===== src/rtl/bfp_pkg.sv =====
// Shared definitions for the block-floating-point datapath: default geometry,
// encoder FSM state codes and exponent helpers reused by downstream stages.
package bfp_pkg;

    localparam int BFP_EXP_SIZE   = 5;
    localparam int BFP_MANT_SIZE  = 10;
    localparam int BFP_BLOCK_SIZE = 4;

    // A BFP word is {sign, fraction}; a block packs BLOCK_SIZE words.
    localparam int BFP_WORD_W  = BFP_MANT_SIZE + 1;
    localparam int BFP_BLOCK_W = BFP_BLOCK_SIZE * BFP_WORD_W;

    typedef logic [1:0] bfp_state_t;

    localparam bfp_state_t ST_COLLECT = 2'd0;
    localparam bfp_state_t ST_ALIGN   = 2'd1;
    localparam bfp_state_t ST_OUT     = 2'd2;

    function automatic int bfp_bias(input int exp_size);
        return (1 << (exp_size - 1)) - 1;
    endfunction

    // Zero/subnormal fields behave as exponent 1 with no hidden bit.
    function automatic int unsigned bfp_eff_exp(input int unsigned exp_field);
        return (exp_field == 0) ? 32'd1 : exp_field;
    endfunction

    function automatic logic bfp_hidden_bit(input int unsigned exp_field);
        return (exp_field != 0);
    endfunction

endpackage


===== src/rtl/bfp_align_shifter.sv =====
// Aligns one pre-shift fraction to the block exponent; the sign always passes
// through, and shifts of MANT_SIZE or more flush the fraction to zero.
module bfp_align_shifter
    import bfp_pkg::*;
#(
    parameter int EXP_SIZE  = BFP_EXP_SIZE,
    parameter int MANT_SIZE = BFP_MANT_SIZE
) (
    input  logic                 sign,
    input  logic [MANT_SIZE-1:0] frac,
    input  logic [EXP_SIZE-1:0]  shift,
    output logic [MANT_SIZE:0]   aligned
);

    always_comb begin
        aligned            = '0;
        aligned[MANT_SIZE] = sign;
        if (32'(shift) < MANT_SIZE) begin
            aligned[MANT_SIZE-1:0] = frac >> shift;
        end
    end

endmodule


===== src/rtl/bfp_block_encoder.sv =====
// Collects BLOCK_SIZE scalar floats, finds the block's maximum exponent, aligns
// one mantissa per cycle and holds the finished block on a valid/ready output.
module bfp_block_encoder
    import bfp_pkg::*;
#(
    parameter int EXP_SIZE   = BFP_EXP_SIZE,
    parameter int MANT_SIZE  = BFP_MANT_SIZE,
    parameter int BLOCK_SIZE = BFP_BLOCK_SIZE
) (
    input  logic                                clk,
    input  logic                                rst_n,
    input  logic [EXP_SIZE+MANT_SIZE:0]         in_data,
    input  logic                                in_valid,
    output logic                                in_ready,
    output logic [BLOCK_SIZE*(MANT_SIZE+1)-1:0] out_data,
    output logic [EXP_SIZE-1:0]                 out_exp,
    output logic                                out_valid,
    input  logic                                out_ready
);

    localparam int WORD_W = MANT_SIZE + 1;
    localparam int IN_W   = 1 + EXP_SIZE + MANT_SIZE;
    localparam int CNT_W  = $clog2(BLOCK_SIZE);
    localparam logic [CNT_W-1:0] LAST_IDX = CNT_W'(BLOCK_SIZE - 1);

    // Handshakes: a transfer happens on a rising edge where valid and ready are
    // both high; valid never depends on ready, and out_valid stays up until taken.

    bfp_state_t                     state;
    logic [CNT_W-1:0]               cnt;
    logic [EXP_SIZE-1:0]            max_exp;
    logic [BLOCK_SIZE-1:0]          sign_buf;
    logic [EXP_SIZE-1:0]            exp_buf  [BLOCK_SIZE];
    logic [MANT_SIZE-1:0]           frac_buf [BLOCK_SIZE];
    logic [BLOCK_SIZE*WORD_W-1:0]   data_r;
    logic [EXP_SIZE-1:0]            exp_r;

    logic                           in_sign;
    logic [EXP_SIZE-1:0]            in_exp_field;
    logic [EXP_SIZE-1:0]            in_eff_exp;
    logic [MANT_SIZE-1:0]           in_frac;
    logic                           in_fire;
    logic                           out_fire;
    logic [EXP_SIZE-1:0]            align_shift;
    logic [WORD_W-1:0]              align_word;

    assign in_sign      = in_data[IN_W-1];
    assign in_exp_field = in_data[MANT_SIZE +: EXP_SIZE];
    assign in_eff_exp   = EXP_SIZE'(bfp_eff_exp(32'(in_exp_field)));
    // The mantissa LSB is dropped to make room for the hidden bit.
    assign in_frac      = {bfp_hidden_bit(32'(in_exp_field)), in_data[MANT_SIZE-1:1]};

    assign in_ready  = (state == ST_COLLECT);
    assign out_valid = (state == ST_OUT);
    assign in_fire   = in_valid & in_ready;
    assign out_fire  = out_valid & out_ready;
    assign out_data  = data_r;
    assign out_exp   = exp_r;

    assign align_shift = max_exp - exp_buf[cnt];

    bfp_align_shifter #(
        .EXP_SIZE  (EXP_SIZE),
        .MANT_SIZE (MANT_SIZE)
    ) u_align_shifter (
        .sign    (sign_buf[cnt]),
        .frac    (frac_buf[cnt]),
        .shift   (align_shift),
        .aligned (align_word)
    );

    always_ff @(posedge clk or negedge rst_n) begin
        if (!rst_n) begin
            state    <= ST_COLLECT;
            cnt      <= '0;
            max_exp  <= '0;
            sign_buf <= '0;
            data_r   <= '0;
            exp_r    <= '0;
            for (int i = 0; i < BLOCK_SIZE; i++) begin
                exp_buf[i]  <= '0;
                frac_buf[i] <= '0;
            end
        end else begin
            case (state)
                ST_COLLECT: begin
                    if (in_fire) begin
                        sign_buf[cnt] <= in_sign;
                        exp_buf[cnt]  <= in_eff_exp;
                        frac_buf[cnt] <= in_frac;
                        if (in_eff_exp > max_exp) begin
                            max_exp <= in_eff_exp;
                        end
                        if (cnt == LAST_IDX) begin
                            cnt   <= '0;
                            state <= ST_ALIGN;
                        end else begin
                            cnt <= cnt + 1'b1;
                        end
                    end
                end
                ST_ALIGN: begin
                    for (int i = 0; i < BLOCK_SIZE; i++) begin
                        if (cnt == CNT_W'(i)) begin
                            data_r[i*WORD_W +: WORD_W] <= align_word;
                        end
                    end
                    if (cnt == LAST_IDX) begin
                        cnt   <= '0;
                        exp_r <= max_exp;
                        state <= ST_OUT;
                    end else begin
                        cnt <= cnt + 1'b1;
                    end
                end
                ST_OUT: begin
                    // Clearing max_exp here keeps blocks independent.
                    if (out_fire) begin
                        max_exp <= '0;
                        state   <= ST_COLLECT;
                    end
                end
                default: begin
                    state <= ST_COLLECT;
                end
            endcase
        end
    end

endmodule

===== config.mk =====
export PLATFORM = sky130hd
export DESIGN_NAME = bfp_block_encoder
export DESIGN_NICKNAME = d
export VERILOG_FILES = /design/src/rtl/bfp_pkg.sv /design/src/rtl/bfp_align_shifter.sv /design/src/rtl/bfp_block_encoder.sv
export SDC_FILE = /design/constraint.sdc
export NUM_CORES = 1
export LEC_CHECK = 0
export CORE_ASPECT_RATIO = 0.6
export CORE_MARGIN = 3
export CORE_UTILIZATION = 56
export CTS_CLUSTER_SIZE = 25
export DETAILED_ROUTE_END_ITERATION = 10
export GPL_TIMING_DRIVEN = 0
export MAX_ROUTING_LAYER = met4
export PLACE_DENSITY_LB_ADDON = 0.08
export SYNTH_ARGS = -nofsm -noshare
export SYNTH_HDL_FRONTEND = slang
export SYNTH_SLANG_ARGS = --single-unit

===== constraint.sdc =====
create_clock -name clk -period 4.1 [get_ports clk]
set_input_delay 0.82 -clock clk [delete_from_list [all_inputs] [get_ports clk]]
set_output_delay 0.82 -clock clk [all_outputs]
set_load 0.01 [all_outputs]

==> results.txt, run 1 <==
Core Area - 9980 um^2
fin. max-slew vios - 0
final hold slack - 322 ps
Die ar. - 11700 um^2
Top Family by Delay on Critical Path - multiplexers
number of diodes - 0
Post-DRT Antenna Nets - 0
Placed Cells incl. Taps - 704
Met1 Routed Length - 6680 um
slowest stage cell, crit path - mux4_2
Die X - 138 um
first-pass GRT wire length - 23700 um
pin count of the biggest net entering global routing - 80
synthesis warning total - 0
FFs w/ async S/R, synth - 100%
outcome - complete, no violations
Multi-input gate area - 2620 um^2
Min Clock Period, post-route - 3820 ps
CP bufs+invs - 5
Hold Buf Count CTS - 0
GRT Total Usage - 27.6%
clk_lat worst skew - 420 ps
syn avg cell area - 11.6 um^2
Cell Count, Final, Fillers Out - 736
GP Congestion - 0.926
met3 WL post-DR - 803 um
Num CTS Buffers - 17
wire per inst - 19.3 um
number of enable flip-flop cells after synthesis - 0
die height - 84.9 um
clk_skew - 9.08 ps
CTS Root Cell - clkbuf_16
H-tree Lvls - 4
Placement Setup Slack - -370 ps
area delta synth->final - 26.8%
Crit Path Category - flip-flop to flip-flop
CTS sink count - 122
total setup buffers inserted after CTS - 0
Worst setup EP type - flip-flop
worst hold path class - input port to asynchronous set/reset pin
Worst Tran Pin Value - 710 ps
RSZ-0062 raised after global routing - no
final hold vios - 0
Arrival @ worst endpoint - 4090 ps
Achievable Freq - 262 MHz
Max Used Layer - met4
storage element area - 3050 um^2
First-pass DRT Iterations - 4
Synth top area share - 52.5%
DR iter-0 viols - 277
Max Cap Viol - 0
Primary FF master, synth - dfrtp_1
Routed WL - 14200 um
Area contributors post-synth - dfrtp_1 53%, mux2_2 14%, mux4_2 5.4%
synth unique cells - 47
clock slew at reported path FFs - 60 ps
nets@finish - 622
crit-path max cell delay - 530 ps
Syn Inst Count - 499
most frequent cell on the critical path - inv_1
vias per cell - 5.79
largest fanout on the critical path - 10
number of antenna violations at the first check in global routing - 0
number of global-route vias before repair - 4456
Slew HR - 52.7%
PnR worst setup slack - 280 ps
Critical Path RT - 4370 ps
synthesized cell area - 5810 um^2
Initial Util - 58.2%
Port Buffers - 69
final setup violation count - 0
CTS tree - done
Via Count - 4261
metal2 WL - 6530 um
cell row count - 28
Overflow after GRT - 0
Fillers - 703
final core area utilization - 73.8%
Post-DP HPWL - 9980 um
Seq/Total Area, Yosys - 52.5%
CP Launch Type - flip-flop
share of cells above drive strength 1 - 23.0%
fin crit share - 93.2%
clk buf depth - 2
syn nets - 533
cell taking the most area after synthesis - dfrtp_1
Boundary Pins - 71
critical-path cell list - clkbuf_4, buf_4, mux4_2, ha_1, inv_1, fa_1, clkbuf_1, inv_1, mux2_2, mux2i_1, nand2_1, nand3_1, o21ai_0
DRC Markers - 0
FF+latch count, synth - 122
metrics by stage:
stage / area (um^2) / TNS [ps]
floorplan: 5810 / 0
global placement: 6670 / -278210
detailed placement: 6700 / -3870
CTS: 7350 / 0
global route: 7370 / 0
finish: 7370 / 0
final timing paths:
kind	startpoint	endpoint	slack, ps	depth (start not counted)
setup / recovery	cnt[0]	out_data[2]	280	13
hold / removal	rst_n	out_data[29]	320	1
setup reg to reg	cnt[0]	out_data[2]	280	13
hold reg to reg	out_data[21]	out_data[21]	480	2
max in group asynchronous	rst_n	exp_buf[2]	3060	2
min in group clk	out_data[21]	out_data[21]	480	2
state kept, by name, summed over array words and instances (netlist names):
name,count
out_data,44
frac_buf,40
exp_buf,20
max_exp,5
out_exp,5
sign_buf,4
cnt,2
state,2
worst reg2reg max path, delay by kind of cell, from the launching register on:
| family | cells | cell delay (ps) |
|---|---|---|
| AO/OA/AOI/OAI | 1 | 140 |
| adder cells (fa/ha/maj) | 2 | 630 |
| buffers and inverters | 5 | 1020 |
| flip-flops | 1 | 480 |
| multiplexers | 3 | 1130 |
| AND/OR/NAND/NOR | 2 | 270 |
per-layer routing:
layer / up-vias / track usage (%)
li1: 1940 / -
met1: 2166 / 38.8
met2: 133 / 40.6
met3: 22 / 6.64
met4: 0 / 7.34
met5: - / -
layout make-up:
type | count | area share, %
Clock inverter | 11 | 2.26
Buffer | 26 | 1.60
Inverter | 15 | 0.764
Sequential cell | 122 | 41.4
Tap cell | 135 | 2.29
Multi-Input combinational cell | 336 | 35.6
Clock buffer | 21 | 6.38
Timing Repair Buffer | 70 | 9.76
cell usage in the layout (no fill, tap or decap), types with 3 or more instances in the layout:
cell / Yosys / layout
ha_1: 13 / 13
nor2_1: 28 / 27
mux2i_1: 12 / 12
o31ai_1: 4 / 4
a21oi_1: 25 / 25
and2_1: 9 / 9
inv_1: 14 / 14
clkbuf_16: 0 / 17
clkinvlp_4: 0 / 3
a32oi_1: 3 / 3
clkbuf_8: 0 / 3
buf_1: 5 / 4
o21ai_2: 4 / 4
clkinv_2: 0 / 3
nand2b_1: 4 / 4
nand3_1: 8 / 8
dfrtp_1: 122 / 122
o21ai_0: 32 / 32
mux4_2: 14 / 14
clkbuf_1: 16 / 17
or2_2: 3 / 3
nor2b_1: 3 / 3
bufinv_16: 0 / 4
xnor2_1: 3 / 3
clkdlybuf4s50_1: 0 / 68
clkbuf_4: 0 / 3
nand2_1: 65 / 65
o211ai_1: 3 / 3
mux2_2: 72 / 72
cells in the mapped netlist, types with 3 or more instances:
master and count:
mux4_2 14, nor2b_1 3, o21ai_2 4, o21ai_0 32, buf_2 4, xnor2_1 3
dfrtp_1 122, nand3_1 8, nand2b_1 4, buf_1 5, inv_1 14, nand2_1 65
nor2_1 28, clkbuf_1 16, or2_2 3, ha_1 13, mux2i_1 12, a32oi_1 3
o211ai_1 3, o31ai_1 4, and2_1 9, a21oi_1 25, mux2_2 72
timing repair:
item / in CTS / in global routing
endpoints found under the setup margin: 28 / 14
pin swaps: 0 / 0
resized for setup: 2 / 8
cells by family after synthesis:
family | count (synthesis) | share of synthesized area (%)
and+or+nand+nor | 131 | 10.1
buffers and inverters | 41 | 2.80
xor gates and xnor gates | 6 | 1.03
AOI/OAI and AO/OA | 87 | 9.02
muxes | 98 | 21.4
adders and majority gates | 14 | 3.14
DFF | 122 | 52.5
Power of run 1 is not shown: default switching activity piles up to over one toggle a cycle in this logic, so the estimate is an artifact.
==> inputs of run 2 (changes only) <==
- CORE_ASPECT_RATIO: 0.6 -> 2
==> run 2 against run 1 <==
First-iteration DRC count fell by 28%. Sequential cell count stayed put. Final area down 0.81%. Core utilization decreased by 1.8 points. Via count down 3.7%. Fmax is 0.85% lower. Final cell count fell by 0.41%. Sequential share of layout area rose by 0.34 points. Non-clock buffer count shrank 1. Wire length fell by 7.4%. Count of clock-buffer cells in the layout grew 2. Critical path type unchanged. Largest cell class unchanged.
==> results.txt, run 2 (synthesis gave the netlist of run 1 again) <==
outcome - complete, no violations
register-to-register setup slack - 250 ps
storage element area - 3050 um^2
H-tree Lvls - 4
clock slew at reported path FFs - 50 ps
share of cells above drive strength 1 - 22.2%
fin. max-slew vios - 0
Overflow after GRT - 0
vias per cell - 5.60
clk_skew - 10.2 ps
Worst setup EP type - flip-flop
first-pass GRT wire length - 21500 um
CTS Root Cell - clkbuf_16
Post-DRT Antenna Nets - 0
Post-DP HPWL - 9880 um
DRC Markers - 0
CTS tree - done
Die ar. - 11700 um^2
Routed WL - 13100 um
final setup violation count - 0
clk buf depth - 2
GP Congestion - 0.938
worst hold path class - input port to asynchronous set/reset pin
die height - 150 um
commonest non-fill, non-tap cell in the layout - dfrtp_1
Num CTS Buffers - 17
area delta synth->final - 25.8%
CTS sink count - 122
fin crit share - 94.0%
crit-path max cell delay - 460 ps
max FFs per register - 44
most frequent cell on the critical path - buf_2
Max Cap Viol - 0
Critical Path RT - 4440 ps
Fillers - 728
reg-to-reg critical path endpoint - out_data[40]
DR iter-0 viols - 200
R2R cell count - 14
CP Launch Type - flip-flop
Core Area - 10100 um^2
Port Buffers - 69
number of global-route vias before repair - 4385
cell row count - 52
final hold vios - 0
largest fanout on the critical path - 10
RSZ-0062 raised after global routing - no
Die X - 78.0 um
slowest stage cell, crit path - or3_4
Boundary Pins - 71
Slew HR - 57.5%
number of antenna violations at the first check in global routing - 0
pin count of the biggest net entering global routing - 95
wire per inst - 17.9 um
Min Clock Period, post-route - 3850 ps
Arrival @ worst endpoint - 4190 ps
Crit Path Category - flip-flop to flip-flop
Achievable Freq - 260 MHz
Worst Tran Pin Value - 637 ps
Hold Buf Count CTS - 0
First-pass DRT Iterations - 4
GRT Total Usage - 24.7%
nets@finish - 621
leading cell types in the layout, fill and taps excluded - 122 x dfrtp_1, 72 x mux2_2, 68 x clkdlybuf4s50_1, 65 x nand2_1, 32 x o21ai_0
setup TNS - 0 ps
clk_lat worst skew - 410 ps
Via Count - 4102
worst r2r src - cnt[1]
critical-path cell list - buf_2, buf_2, buf_4, mux4_2, ha_1, inv_1, fa_1, a21o_1, a21oi_1, xnor2_1, or3_1, buf_2, or3_4, o21ai_2
number of diodes - 0
Multi-input gate area - 2600 um^2
Initial Util - 57.3%
run 2: cell count changes in the layout (fill, tap and decap cells not counted), sizes merged:
cell,delta
clkinv,-1
inv,-1
buf,+1
bufinv,-1
clkinvlp,-1
run 2: layer usage:
layer / global-route usage [%] / wire length [um] / vias to the layer above / part of all wire, %
li1: - / - / 1937 / -
met1: 24.1 / 4640 / 2025 / 35
met2: 45.6 / 7490 / 109 / 57
met3: 4.82 / 495 / 31 / 3.8
met4: 12.1 / 514 / 0 / 3.9
met5: - / 0 / - / 0
run 2: worst max path at each step:
stage | start | endpoint | slack, ps
finish | cnt[1] | out_data[40] | 250
global route | cnt[1] | out_data[40] | 10
CTS | cnt[0] | out_data[1] | 80
detailed placement | cnt[0] | out_data[1] | -180
global placement | rst_n | frac_buf[22] | -2160
floorplan | cnt[0] | out_data[11] | 520
run 2: metrics by stage:
| step | instances | hold WS [ps] | utilization, % | instance area [um^2] | setup WS (ps) |
|---|---|---|---|---|---|
| floorplan | 499 | 474 | - | 5810 | 522 |
| global placement | 703 | 459 | 65.7 | 6670 | -2160 |
| detailed placement | 704 | 467 | 66.0 | 6700 | -180 |
| CTS | 734 | 269 | 72.0 | 7310 | 81.6 |
| global route | 733 | 287 | 72.1 | 7310 | 10.7 |
| finish | 733 | 277 | 72.1 | 7310 | 248 |
run 2: repair_timing:
action                     4_1_cts  5_1_grt
setup endpoints to repair       32       16
buffers inserted                 0        0
resized for setup                1        3
cloned                           0        0
run 2: layout make-up:
cell class / instances / area share [%]
Timing Repair Buffer: 70 / 9.84
Clock buffer: 23 / 6.67
Sequential cell: 122 / 41.7
Inverter: 15 / 0.770
Buffer: 25 / 1.49
Multi-Input combinational cell: 336 / 35.6
Tap cell: 135 / 2.31
Clock inverter: 7 / 1.57
run 2: critical path: cells and delay by family (launching register included):
family	cells	cell delay [ps]
flip-flops	1	420
multiplexers	1	220
XOR/XNOR	1	160
AND/OR/NAND/NOR	2	790
buffers and inverters	5	1100
AO/OA/AOI/OAI	3	510
adder cells (fa/ha/maj)	2	580
Power of run 2 is left out for the same reason.
